`src/rtl/pipo_rr_arbiter.sv`:
```
// Round-robin arbiter with bounded burst lock, feeding a shared WIDTH-bit PIPO register.
// Grant/strobe/data are registered one edge after sampling; the register loads on the next edge.
module pipo_rr_arbiter #(
  parameter int NREQ      = 4,
  parameter int WIDTH     = 4,
  parameter int MAX_BURST = 4,
  localparam int PTR_W    = (NREQ > 1) ? $clog2(NREQ) : 1,
  localparam int CNT_W    = $clog2(MAX_BURST + 1)
) (
  input  logic                  clk,
  input  logic                  rst,
  input  logic [NREQ-1:0]       req,
  input  logic [NREQ-1:0]       lock,
  input  logic [NREQ*WIDTH-1:0] din,
  output logic [NREQ-1:0]       gnt,
  output logic                  load,
  output logic [WIDTH-1:0]      d_out,
  output logic [WIDTH-1:0]      q,
  output logic [PTR_W-1:0]      owner,
  output logic                  busy,
  output logic [1:0]            state_dbg
);

  typedef enum logic [1:0] {
    IDLE   = 2'd0,
    GRANT  = 2'd1,
    LOCKED = 2'd2
  } state_t;

  localparam logic [PTR_W:0] NREQ_X = (PTR_W + 1)'(NREQ);

  state_t            state_q, state_d;
  logic [NREQ-1:0]   gnt_q, gnt_d;
  logic              load_q, load_d;
  logic [WIDTH-1:0]  d_out_q, d_out_d;
  logic [PTR_W-1:0]  win_q, win_d;
  logic [PTR_W-1:0]  ptr_q, ptr_d;
  logic [CNT_W-1:0]  cnt_q, cnt_d;
  logic [WIDTH-1:0]  q_q;
  logic [PTR_W-1:0]  owner_q;

  logic              found;
  logic [PTR_W-1:0]  win;
  logic [PTR_W:0]    sum;

  // Rotating search: first requester at or after ptr, wrapping modulo NREQ.
  always_comb begin
    found = 1'b0;
    win   = '0;
    sum   = '0;
    for (int i = 0; i < NREQ; i++) begin
      sum = {1'b0, ptr_q} + (PTR_W + 1)'(i);
      if (sum >= NREQ_X) sum = sum - NREQ_X;
      if (!found && req[sum[PTR_W-1:0]]) begin
        found = 1'b1;
        win   = sum[PTR_W-1:0];
      end
    end
  end

  always_comb begin
    gnt_d   = '0;
    load_d  = 1'b0;
    d_out_d = d_out_q;
    win_d   = win_q;
    ptr_d   = ptr_q;
    cnt_d   = '0;
    state_d = IDLE;
    if (found) begin
      gnt_d[win] = 1'b1;
      load_d     = 1'b1;
      d_out_d    = din[int'(win)*WIDTH +: WIDTH];
      win_d      = win;
      // Keep the pointer parked on a locking winner until its burst budget runs out.
      if (lock[win] && (cnt_q < CNT_W'(MAX_BURST - 1))) begin
        ptr_d   = win;
        cnt_d   = cnt_q + 1'b1;
        state_d = LOCKED;
      end else begin
        ptr_d   = (win == PTR_W'(NREQ - 1)) ? '0 : win + 1'b1;
        state_d = GRANT;
      end
    end
  end

  always_ff @(posedge clk) begin
    if (rst) begin
      state_q <= IDLE;
      gnt_q   <= '0;
      load_q  <= 1'b0;
      d_out_q <= '0;
      win_q   <= '0;
      ptr_q   <= '0;
      cnt_q   <= '0;
      q_q     <= '0;
      owner_q <= '0;
    end else begin
      state_q <= state_d;
      gnt_q   <= gnt_d;
      load_q  <= load_d;
      d_out_q <= d_out_d;
      win_q   <= win_d;
      ptr_q   <= ptr_d;
      cnt_q   <= cnt_d;
      if (load_q) begin
        q_q     <= d_out_q;
        owner_q <= win_q;
      end
    end
  end

  assign gnt       = gnt_q;
  assign load      = load_q;
  assign d_out     = d_out_q;
  assign q         = q_q;
  assign owner     = owner_q;
  assign busy      = (state_q == LOCKED);
  assign state_dbg = state_q;

endmodule

```
`config.mk`:
```
export PLATFORM = sky130hd
export DESIGN_NAME = pipo_rr_arbiter
export DESIGN_NICKNAME = d
export VERILOG_FILES = /design/src/rtl/pipo_rr_arbiter.sv
export SDC_FILE = /design/constraint.sdc
export NUM_CORES = 1
export LEC_CHECK = 0
export CORE_MARGIN = 2
export CORE_UTILIZATION = 40
export DETAILED_ROUTE_END_ITERATION = 12
export PLACE_DENSITY = 0.75
export SLEW_MARGIN = 15
export SYNTH_ARGS = -nofsm -noshare
export SYNTH_HDL_FRONTEND = slang
export SYNTH_SLANG_ARGS = --single-unit
```
`constraint.sdc`:
```
create_clock -name clk -period 1.9 [get_ports clk]
set_input_delay 0.38 -clock clk [delete_from_list [all_inputs] [get_ports clk]]
set_output_delay 0.38 -clock clk [all_outputs]
set_load 0.02 [all_outputs]
```
==> results.ini <==
[critical_path]
ff2ff_setup_slack_ps = 90
criticalPathCategory = primary input to register
crit_slowest_cell = clkdlybuf4s50_1
crit_chain = clkdlybuf4s50_1 -> nand2b_4 -> o211ai_4 -> nand2_4 -> inv_6 -> mux2_4 -> a311o_1 -> o211ai_2
arrival_ps = 2100
cp_max_fo = 4
timing.rr.start = ptr_q[1]
start_kind = primary input
cpPeakStageDelay_ps = 420
cp.required_ps = 2140
worstRegToRegCells = 8
endpoint_kind = register
reg2reg_to = ptr_q[1]

[clocking]
clock_sinks = 24
clockBufferDepth = 2
cts_buffers = 3
cts_tree = built
root_buffer = clkbuf_4
cts_hold_buf = 0
htreeDepth = 1
clkLatencyLatePin_ps = 310
clk_pin_slew_ps = 130

[synth]
yosys_warnings = 0
netlist_top_cells_count = 24 x dfxtp_1, 10 x a21oi_1, 10 x nand2_1
postSynthNetCount = 158
synth_most_common_cell = dfxtp_1
synth_cells = 127
synth_area_um2 = 1220
syn_avg_cell_area_um2 = 9.65
ys_async_sr_fraction = 0
synth_cell_types = 41
synth-edff-count = 0
synth_area_leader_cell = dfxtp_1
synth_flop_cell = dfxtp_1
synth_top_area_share = 0.392
synth_area_leaders = dfxtp_1 39%, mux2i_1 5.7%, ha_1 5.1%, a21oi_1 4.1%, nand3_1 3.7%
ys_seq_area_frac = 0.392
ys_ff_latch = 24

[status]
status = completed

[hold_path]
whs_endpoint = win_q[0]
hold_class = register to register
hold_start = win_q[0]
min_path_cells = 2

[sta]
maxSlewViolCount = 0
tightestPinTransition_ps = 475
hold_slack_ps = 472
fin_worst_skew_ps = 5.76
setup_viol = 0
fin_crit_sh = 0.978
fmax_mhz = 538
relSlewSlack = 0.683
finalCriticalPeriod_ps = 1860
finalHoldViolCount = 0

[floorplan]
start_util = 0.411
dieArea_um2 = 3520
core_um2 = 2980
ios = 44
die_h_um = 59.3
fp-row-count = 20
die_w_um = 59.3

[global_route]
grt_pass1_wl_um = 4550
antenna_found_initial = 0
gr-total-overflow = 0
grt_usage = 0.170
grt_max_degree = 15
first_global_vias = 1116

[placed_design]
routabilityCongestion = 0.828
hpwl_um = 2410
placed_area_um2 = 1840
io_buffers = 43

[detailed_routing]
wl_met1_um = 1150
drc_errors = 0
wl_met2_um = 1550
drt_iter0_drc = 25
wl_um = 2910
dr.pass1.iters = 4
vias = 1154
ant_nets = 0
met3_length_um = 185
dr.max_layer_used = met4
wl_per_cell_um = 12.8
viasPerCell = 5.08

[power]
switching_share = 0.335
power.internal_uw = 1210
pwr-share-comb = 0.497
power_switching_uw = 608
power_density_nw_per_um2 = 941
p_leak_uw = 0.000801
clkPwrFrac = 0.146
seqPwrFrac = 0.357
vdd_drop_max_uv = 487

[layout]
drive_gt1_frac = 0.253
finalInstanceArea_um2 = 1930
n_antenna_cell = 0
syn2layout_area_growth_pct = 57.4
nets = 226

[job]
drv_cap = 0

==> critical path, delay by kind of cell <==
family	cells	cell delay (ps)
mux	1	320
buf+inv	2	500
simple gates	2	250
compound gates	3	660
==> routing by layer <==
layer / vias to the layer above / global-route usage
met5: - / 0
met1: 529 / 0.192
met2: 40 / 0.314
met3: 2 / 0.0197
li1: 583 / -
met4: 0 / 0.0747
==> logic make-up after synthesis <==
kind of cell               Yosys count  share of synthesized area
buffers and inverters                8                     0.0337
xor gates and xnor gates             1                    0.00715
and+or+nand+nor                     48                      0.223
DFF                                 24                      0.392
AOI/OAI and AO/OA                   29                      0.187
adders and majority gates            5                     0.0511
muxes                               12                      0.106
==> worst max path at each step <==
stage | from | to | slack (ps) | cells after the start
2_1_floorplan | req[0] | ptr_q[1] | 20 | 9
3_3_place_gp | req[0] | ptr_q[1] | -360 | 9
3_5_place_dp | req[2] | ptr_q[1] | -440 | 8
4_1_cts | req[1] | ptr_q[1] | 6 | 8
5_1_grt | req[1] | d_out[1] | -2 | 9
6_report | req[1] | ptr_q[1] | 40 | 8
==> cells in the final DEF, fill, tap and decap left out, drive strengths merged <==
cell           count
a211o              1
inv                4
nand2b             4
nand3              9
nand2             11
nor3               2
o21ba              1
a311o              1
and2b              1
or3                1
a31oi              2
clkbuf             4
dlygate4sd2        2
o211a              1
o211ai             6
nor2               8
a21oi             10
dfxtp             24
nand3b             1
o21ai              5
a211oi             1
xnor2              1
ha                 5
or4                1
and2               7
nor4               1
mux2               5
buf               23
o21bai             1
nor2b              1
clkdlybuf4s50     41
clkinv             1
mux2i              7
nor3b              1
==> power groups by stage <==
stage               registers, uW  logic [uW]  clock network (uW)
CTS                           645         859                 271
global placement              652         834                   0
global route                  658         973                 293
finish                        648         902                 264
detailed placement            658         854                   0
floorplan                     716         418                   0
==> stage by stage <==
stage / power [uW] / setup slack (ps) / instances / util / TNS (ps)
2_1_floorplan: 1130 / 15.5 / 127 / - / 0
3_3_place_gp: 1490 / -364 / 220 / 0.619 / -4380
3_5_place_dp: 1510 / -443 / 220 / 0.619 / -5420
4_1_cts: 1770 / 6.31 / 224 / 0.633 / 0
5_1_grt: 1920 / -1.63 / 227 / 0.647 / -1.63
6_report: 1810 / 42.0 / 227 / 0.647 / 0
==> sequential cells by signal (all words and copies together), names as in the netlist, 2 cells and up <==
signal	flops
owner	2
cnt_q	3
state_dbg	2
q	4
ptr_q	2
gnt	4
win_q	2
d_out	4
==> timing repair <==
action,CTS,global route
pin swaps,1,5
resized for setup,4,5
endpoints found under the setup margin,11,7
buffers inserted,0,3
==> layout make-up <==
type	count	area (um^2)
inverters	5	28.8
multi-input cells	95	727
clock buffers	4	36.3
well taps	33	41.3
fillers	248	1050
flip-flops and latches	24	482
repair buffers	66	613
Note: power is estimated with default switching activity, not from simulation.
